===== src/rtl/mq_push_arbiter_if.sv =====
// Producer request bus for the multi-queue push arbiter.
// Producers drive the master side; the arbiter is the slave.
interface mq_push_arbiter_if #(
   parameter int N = 4,
   parameter int Q = 4,
   parameter int W = 32
);
   localparam int QW = (Q > 1) ? $clog2(Q) : 1;

   logic [N-1:0]          req_valid;
   logic [N-1:0]          req_ready;
   logic [N-1:0][QW-1:0]  req_q;
   logic [N-1:0][W-1:0]   req_data;

   modport master (
      output req_valid, req_q, req_data,
      input  req_ready
   );

   modport slave (
      input  req_valid, req_q, req_data,
      output req_ready
   );
endinterface


===== src/rtl/mq_push_arbiter.sv =====
// Round-robin, credit-gated sharing of the multi-queue FIFO push port.
// Credits return by snooping the FIFO pop side.
module mq_push_arbiter #(
   parameter int N = 4,
   parameter int Q = 4,
   parameter int D = 16,
   parameter int W = 32,
   localparam int QW = (Q > 1) ? $clog2(Q) : 1,
   localparam int CW = $clog2(D + 1),
   localparam int IW = (N > 1) ? $clog2(N) : 1
) (
   input  logic                 clk,
   input  logic                 rstn,
   mq_push_arbiter_if.slave     rq,
   output logic                 push,
   output logic [QW-1:0]        pushq,
   output logic [W-1:0]         pushDat,
   input  logic [Q-1:0]         queue_full,
   input  logic [Q-1:0]         pop,
   input  logic [Q-1:0]         popRdy,
   output logic [Q-1:0][CW-1:0] credit,
   output logic                 err
);

   logic                 push_q, push_d;
   logic [QW-1:0]        pushq_q, pushq_d;
   logic [W-1:0]         pushdat_q, pushdat_d;
   logic [Q-1:0][CW-1:0] credit_q, credit_d;
   logic [IW-1:0]        rr_q, rr_d;
   logic                 err_q, err_d;

   logic [N-1:0]  elig;
   logic          bad;
   logic          found;
   logic [IW-1:0] g;
   logic [QW-1:0] gq;
   logic [N-1:0]  gnt;
   logic          ovf;
   int            idx;

   // Eligibility only looks at registered credit.
   always_comb begin
      elig = '0;
      bad  = 1'b0;
      for (int i = 0; i < N; i++) begin
         if (rq.req_valid[i]) begin
            if (int'(rq.req_q[i]) >= Q)
               bad = 1'b1;
            else if (credit_q[rq.req_q[i]] != '0)
               elig[i] = 1'b1;
         end
      end
   end

   always_comb begin
      found = 1'b0;
      g     = '0;
      idx   = 0;
      for (int k = 0; k < N; k++) begin
         idx = int'(rr_q) + k;
         if (idx >= N)
            idx = idx - N;
         if (!found && elig[idx]) begin
            found = 1'b1;
            g     = IW'(idx);
         end
      end
   end

   always_comb begin
      gnt = '0;
      if (found)
         gnt[g] = 1'b1;
   end

   assign rq.req_ready = gnt;
   assign gq           = rq.req_q[g];

   always_comb begin
      rr_d = rr_q;
      if (found)
         rr_d = (g == IW'(N - 1)) ? '0 : g + 1'b1;
   end

   // Grant and return on the same queue cancel out.
   always_comb begin
      credit_d = credit_q;
      ovf      = 1'b0;
      for (int q = 0; q < Q; q++) begin
         if (found && int'(gq) == q && !(pop[q] && popRdy[q]))
            credit_d[q] = credit_q[q] - 1'b1;
         else if (pop[q] && popRdy[q] && !(found && int'(gq) == q)) begin
            if (credit_q[q] == CW'(D))
               ovf = 1'b1;
            else
               credit_d[q] = credit_q[q] + 1'b1;
         end
      end
   end

   always_comb begin
      push_d    = found;
      pushq_d   = found ? gq : pushq_q;
      pushdat_d = found ? rq.req_data[g] : pushdat_q;
      err_d     = err_q | ovf | bad
                | (push_q && queue_full[pushq_q]);
   end

   always_ff @(posedge clk or negedge rstn) begin
      if (!rstn) begin
         push_q    <= 1'b0;
         pushq_q   <= '0;
         pushdat_q <= '0;
         credit_q  <= {Q{CW'(D)}};
         rr_q      <= '0;
         err_q     <= 1'b0;
      end else begin
         push_q    <= push_d;
         pushq_q   <= pushq_d;
         pushdat_q <= pushdat_d;
         credit_q  <= credit_d;
         rr_q      <= rr_d;
         err_q     <= err_d;
      end
   end

   assign push    = push_q;
   assign pushq   = pushq_q;
   assign pushDat = pushdat_q;
   assign credit  = credit_q;
   assign err     = err_q;

endmodule

===== src/flat_wrapper.sv =====
// flat-port wrapper written by rule: the top's interface ports become plain ports
module mq_push_arbiter_flat 
#(
   parameter int N = 4,
   parameter int Q = 4,
   parameter int D = 16,
   parameter int W = 32,
   localparam int QW = (Q > 1) ? $clog2(Q) : 1,
   localparam int CW = $clog2(D + 1),
   localparam int IW = (N > 1) ? $clog2(N) : 1
)
  (clk, rstn, push, pushq, pushDat, queue_full, pop, popRdy, credit, err, rq_req_valid, rq_req_q, rq_req_data, rq_req_ready);
  mq_push_arbiter_if #(.N(N), .Q(Q), .W(W)) rq_i ();
  input  logic clk;
  input  logic rstn;
  output logic push;
  output logic [QW-1:0] pushq;
  output logic [W-1:0] pushDat;
  input  logic [Q-1:0] queue_full;
  input  logic [Q-1:0] pop;
  input  logic [Q-1:0] popRdy;
  output logic [Q-1:0][CW-1:0] credit;
  output logic err;
  input wire logic [$bits(rq_i.req_valid)-1:0] rq_req_valid;
  input wire logic [$bits(rq_i.req_q)-1:0] rq_req_q;
  input wire logic [$bits(rq_i.req_data)-1:0] rq_req_data;
  output wire logic [$bits(rq_i.req_ready)-1:0] rq_req_ready;
  assign rq_i.req_valid = rq_req_valid;
  assign rq_i.req_q = rq_req_q;
  assign rq_i.req_data = rq_req_data;
  assign rq_req_ready = rq_i.req_ready;
  mq_push_arbiter #(.N(N), .Q(Q), .D(D), .W(W)) u_core (.clk(clk), .rstn(rstn), .rq(rq_i), .push(push), .pushq(pushq), .pushDat(pushDat), .queue_full(queue_full), .pop(pop), .popRdy(popRdy), .credit(credit), .err(err));
endmodule

===== config.mk =====
export PLATFORM = sky130hd
export DESIGN_NAME = mq_push_arbiter_flat
export DESIGN_NICKNAME = d
export VERILOG_FILES = /design/src/rtl/mq_push_arbiter_if.sv /design/src/rtl/mq_push_arbiter.sv /design/src/flat_wrapper.sv
export SDC_FILE = /design/constraint.sdc
export NUM_CORES = 1
export LEC_CHECK = 0
export BUFFER_PORTS_ARGS = -buffer_cell sky130_fd_sc_hd__buf_2
export CORE_MARGIN = 4
export CORE_UTILIZATION = 49
export CTS_BUF_LIST = sky130_fd_sc_hd__clkbuf_8
export DETAILED_ROUTE_END_ITERATION = 12
export PLACE_DENSITY = 0.84
export SLEW_MARGIN = 20
export SYNTH_ARGS = -nofsm -noshare
export SYNTH_HDL_FRONTEND = slang
export SYNTH_SLANG_ARGS = --single-unit

===== constraint.sdc =====
create_clock -name clk -period 5.1 [get_ports clk]
set_input_delay 0.765 -clock clk [delete_from_list [all_inputs] [get_ports clk]]
set_output_delay 0.765 -clock clk [all_outputs]
set_load 0.01 [all_outputs]

==> impl_metrics.yaml, run 1 <==
timing:
  finalMaxSlewViolations: 0
  fin_setup_tns_ns: 0
  tightest_slew_ns: 0.7592
  max_slew_margin: 0.4938
  hold_viol_final: 0
  finalCritPeriodShare: 0.8695
  setup_viol: 0
  fmax_ghz: 0.2255
  fin_crit_ns: 4.434
  skew_ns: 0.01206
  rsz0062_at_grt: "false"
synth:
  synthArstFlopShare: 1.000
  synth-compound-area-share: 0.3004
  synthAdderAreaFrac: 0.08527
  synthDistinctLibCells: 63
  syn_avg_cell_area_um2: 9.613
  synthMuxAreaShare: 0.07686
  synth_edf_count: 0
  synth_xor_area_frac: 0.03927
  synth_cells: 464
  synth_top_family_by_area: "compound AO/OA/AOI/OAI gates"
  ys.flop_type: "dfrtp_1"
  seq_area_frac_synth: 0.3265
  synth_area_mm2: 0.004461
  synth-seq-cells: 58
  syn_nets: 646
  synthSimpleGateAreaFrac: 0.1195
  yosys_warnings: 0
grt:
  grt.total_usage: 0.2583
  antenna_found_initial: 0
  grt_pass1_vias: 4532
  overflow: 0
  grt_max_degree: 59
  grt_pass1_wl_um: 21980
finish:
  area_delta_synth_final_pct: 30.83
  num_antenna_cells: 0
  final_layout_size_suffix_gt1_frac: 0.3947
  layout.cells.non_filler: 782
  final_common_cell: "buf_2"
  final_cell_mix: "213 x buf_2, 54 x a211oi_1, 54 x dfrtp_1"
  nets: 851
clocking:
  numClockSinks: 58
  cts-htree-levels: 3
  path_clk_slew_ns: 0.08
  cts_tree: "built"
  clk_latency_ns: 0.33
  cts_buffers: 9
  root_buffer: "clkbuf_8"
  cts_resized: 0
  hold_buffers: 0
  post_cts_buffers: 0
  clockBufferDepth: 2
power:
  powerDensity_mw_per_mm2: 635.6
  cellLeakagePower_uw: 0.002843
  irDropWorstVdd_mv: 0.2833
floorplanning:
  core_region_area_mm2: 0.008806
  start_util: 0.5065
  rows: 34
  die_area_mm2: 0.01069
  die_y_um: 103.4
  io_pins: 214
  fp.dieW_um: 103.4
routing:
  via_per_inst: 5.887
  ant_nets: 0
  drc_errors: 0
  wire_per_inst_um: 18.14
  via_count: 4604
  drt_wl_total_um: 14190
  drt_iter0_markers: 194
  detail_route.first_pass.iterations: 4
run_status:
  status: "finished, final reports clean"
placement:
  port-buffer-count: 213
  dp.cells: 766
  dpl.hpwl_um: 10820
  gp_congestion: 1.028
setup_path:
  worstPathRequired_ns: 4.34
  path_max_fanout: 34
  crit_arrival_ns: 3.67
  worstSetupEndpointType: "output port"
  critPathKind: "reg2out"
  cp-start-kind: "flop"
flow_run:
  cap_violations: 0
min_path:
  hold_class: "reg2reg"
[cell families (layout without fill, tap and decap cells)]
family | Yosys count | count (layout)
AOI/OAI and AO/OA | 166 | 166
and+or+nand+nor | 108 | 108
DFF | 58 | 58
buffers and inverters | 51 | 261
muxes | 33 | 33
adders and majority gates | 28 | 28
xor gates and xnor gates | 20 | 20
[routing by layer]
metal	vias to the layer above	wire, um	track usage
met4	0	304	0.08665
met1	2212	5790	0.3356
met2	197	7075	0.4328
met5	-	0	0
met3	29	1018	0.04829
li1	2166	-	-
[synth_stat cells, drive strengths merged (3+ instances only)]
library cell	instances	area [um^2]
a211oi	65	550.5
o31a	34	297.8
o22a	3	26.28
nand2	26	97.59
dfstp	4	105.1
clkbuf	14	52.55
o211ai	3	27.52
or2	4	25.03
a21o	8	60.06
o21ai	12	63.81
a32o	3	30.03
mux2i	32	320.3
ha	24	300.3
o31ai	4	30.03
a21oi	11	55.05
xor2	9	78.83
nor2	42	157.7
nor3b	3	22.52
nand2b	5	31.28
a31oi	3	18.77
and3	4	25.02
nor3	6	41.29
fa	4	80.08
a211o	4	36.29
xnor2	11	96.34
buf	14	93.84
inv	23	86.33
nor4	3	25.02
dfrtp	54	1351
nor2b	5	31.28
or4	3	26.27
[critical path: stages, from the launching register on]
cell and delay [ns]:
dfrtp_1 0.46, or4_1 0.64, nor3_1 0.27, o32a_1 0.32, o31ai_1 0.12, buf_4 0.16
and3_1 0.28, inv_2 0.12, buf_4 0.36, ha_1 0.21, nor2b_1 0.21, buf_2 0.17
[registers in the layout, summed over array words and instances (netlist names)]
| name | cells |
|---|---|
| u_core.credit | 20 |
| u_core.err | 1 |
| u_core.push | 1 |
| u_core.pushDat | 32 |
| u_core.pushq | 2 |
| u_core.rr_q | 2 |
[worst paths after layout]
path	from	end	slack, ns	cells after the start
worst max-delay path	u_core.credit[1]	rq_req_ready[2]	0.67	11
worst min-delay path	u_core.credit[4]	u_core.credit[4]	0.55	1
worst max register to register	u_core.credit[6]	u_core.credit[14]	0.67	17
worst min register to register	u_core.credit[4]	u_core.credit[4]	0.55	1
max in group asynchronous	rstn	u_core.pushDat[30]	4.00	2
min in group asynchronous	rstn	u_core.credit[18]	0.58	2
[through the flow]
stage               worst slack (ns)  hold WS (ns)  total power [uW]  instance area, um^2  utilization
floorplan                      1.082        0.4694              2510                 4461            -
global placement              0.7793        0.5227              3116                 5598       0.6357
detailed placement            0.6139        0.5396              3205                 5598       0.6357
CTS                           0.6558        0.5503              3726                 5836       0.6627
global route                  0.4067        0.5698              4011                 5836       0.6627
finish                        0.6658        0.5536              3709                 5836       0.6627
[where the power goes]
part           internal [uW]  switching [uW]
Clock                    315             191
Sequential               715             212
Combinational            969            1310
[layout make-up]
type | count | area, um^2
inverters | 23 | 86.33
well taps | 108 | 135.1
multi-input cells | 355 | 2786
clock inverters | 4 | 72.57
repair buffers | 222 | 1134
fillers | 732 | 2970
flip-flops and latches | 58 | 1456
clock buffers | 12 | 165.2
Power figures use the tool's default switching activity.
==> run 2, diff against run 1 <==
--- a/config.mk
+++ b/config.mk
@@ -11,6 +11,7 @@
 export CTS_BUF_LIST = sky130_fd_sc_hd__clkbuf_8
 export DETAILED_ROUTE_END_ITERATION = 12
 export PLACE_DENSITY = 0.84
+export REMOVE_ABC_BUFFERS = 1
 export SLEW_MARGIN = 20
 export SYNTH_ARGS = -nofsm -noshare
 export SYNTH_HDL_FRONTEND = slang
==> impl_metrics.yaml, run 2 (same netlist as run 1, synthesis figures left out) <==
placement:
  port-buffer-count: 213
  gp_congestion: 0.9547
  dpl.hpwl_um: 11340
  pre_cts_slack_ns: 0.4284
floorplanning:
  start_util: 0.5065
  core_region_area_mm2: 0.008806
  io_pins: 214
  rows: 34
  fp.dieW_um: 103.4
  die_y_um: 103.4
  die_area_mm2: 0.01069
routing:
  drc_errors: 0
  detail_route.first_pass.iterations: 5
  via_count: 4624
  via_per_inst: 5.898
  drt_iter0_markers: 197
  ant_nets: 0
  wire_per_inst_um: 18.85
  drt_wl_total_um: 14780
grt:
  grt_max_degree: 66
  grt.total_usage: 0.2711
  grt_pass1_wl_um: 22580
  overflow: 0
  antenna_found_initial: 1
  grt_pass1_vias: 4492
min_path:
  hold_class: "reg2reg"
setup_path:
  path_max_fanout: 65
  worstPathRequired_ns: 4.34
  critPathKind: "reg2out"
  crit_arrival_ns: 4.11
  cp-start-kind: "flop"
  worstSetupEndpointType: "output port"
timing:
  fmax_ghz: 0.2051
  fin_crit_ns: 4.875
  setup_viol: 0
  finalCritPeriodShare: 0.9559
  hold_viol_final: 0
  finalMaxSlewViolations: 0
  rsz0062_at_grt: "false"
  max_slew_margin: 0.3235
  tightest_slew_ns: 1.011
  skew_ns: 0.01038
  fin_hold_ws_ns: 0.5414
  setup_ws_ns: 0.2248
power:
  cellLeakagePower_uw: 0.002836
  powerDensity_mw_per_mm2: 622.3
  irDropWorstVdd_mv: 0.2779
finish:
  final_cell_mix: "213 x buf_2, 54 x a211oi_1, 54 x dfrtp_1"
  final_common_cell: "buf_2"
  largest_register_ffs: 32
  fill_cells: 742
  final_layout_size_suffix_gt1_frac: 0.3926
  nets: 852
  area_delta_synth_final_pct: 29.99
clocking:
  path_clk_slew_ns: 0.07
  cts_resized: 0
  cts_tree: "built"
  post_cts_buffers: 0
  clk_latency_ns: 0.34
  numClockSinks: 58
  cts_buffers: 9
  hold_buffers: 0
  clockBufferDepth: 2
  cts-htree-levels: 3
  root_buffer: "clkbuf_8"
run_status:
  status: "finished, final reports clean"
flow_run:
  cap_violations: 0
[run 2: cell count changes in the layout (fill, tap and decap cells not counted)]
cell and delta:
clkinv_2 +1, clkinvlp_4 -1, diode_2 +1, o21ai_4 +1, o21ai_2 -1, bufinv_16 -2
inv_1 +2, buf_4 +1
[run 2: through the flow]
stage	utilization	cells	area, um^2	total power, uW	setup TNS [ns]
2_1_floorplan	-	436	4314	2444	-4.571
3_3_place_gp	0.6374	767	5613	3097	0
3_5_place_dp	0.6374	767	5613	3198	0
4_1_cts	0.6581	783	5796	3611	0
5_1_grt	0.6584	784	5798	3884	0
6_report	0.6584	784	5798	3608	0
[run 2: report_power, final]
group	switching, uW	total (uW)	internal [uW]
Combinational	1290	2270	976
Sequential	221	937	716
Clock	192	403	211
[run 2: critical path: stages (launching register included)]
cell,delay (ns)
dfrtp_1,0.44
or4_1,0.63
o41ai_1,0.40
a211o_2,0.28
a211oi_4,0.10
buf_4,0.24
nor3_4,0.28
buf_4,0.73
inv_2,0.14
ha_1,0.22
nor2b_1,0.12
buf_2,0.15
[run 2: routing by layer]
metal  up-vias  wire length (um)  global-route usage
met5         -                 0                   0
met4         0               393              0.1086
met3        37              1295             0.06707
met2       224              7401              0.4564
met1      2184              5684              0.3326
li1       2179                 -                   -
[run 2: cell type report]
class / instances / area (um^2) / area share
Antenna cell: 1 / 2.502 / 0.0004316
Clock buffer: 12 / 165.2 / 0.02849
Clock inverter: 4 / 17.52 / 0.003021
Inverter: 23 / 86.33 / 0.01489
Multi-Input combinational cell: 355 / 2794 / 0.4819
Sequential cell: 58 / 1456 / 0.2512
Tap cell: 108 / 135.1 / 0.02331
Timing Repair Buffer: 223 / 1141 / 0.1968
[run 2: path summary, 6_finish.rpt]
check / from / cells after the start / slack [ns] / endpoint
worst min-delay path: u_core.err / 2 / 0.54 / u_core.err
worst max-delay path: u_core.credit[1] / 11 / 0.22 / rq_req_ready[1]
worst min register to register: u_core.err / 2 / 0.54 / u_core.err
max in group asynchronous: rstn / 2 / 4.00 / u_core.push
worst max register to register: u_core.credit[5] / 17 / 0.54 / u_core.credit[14]
min in group asynchronous: rstn / 2 / 0.58 / u_core.credit[11]
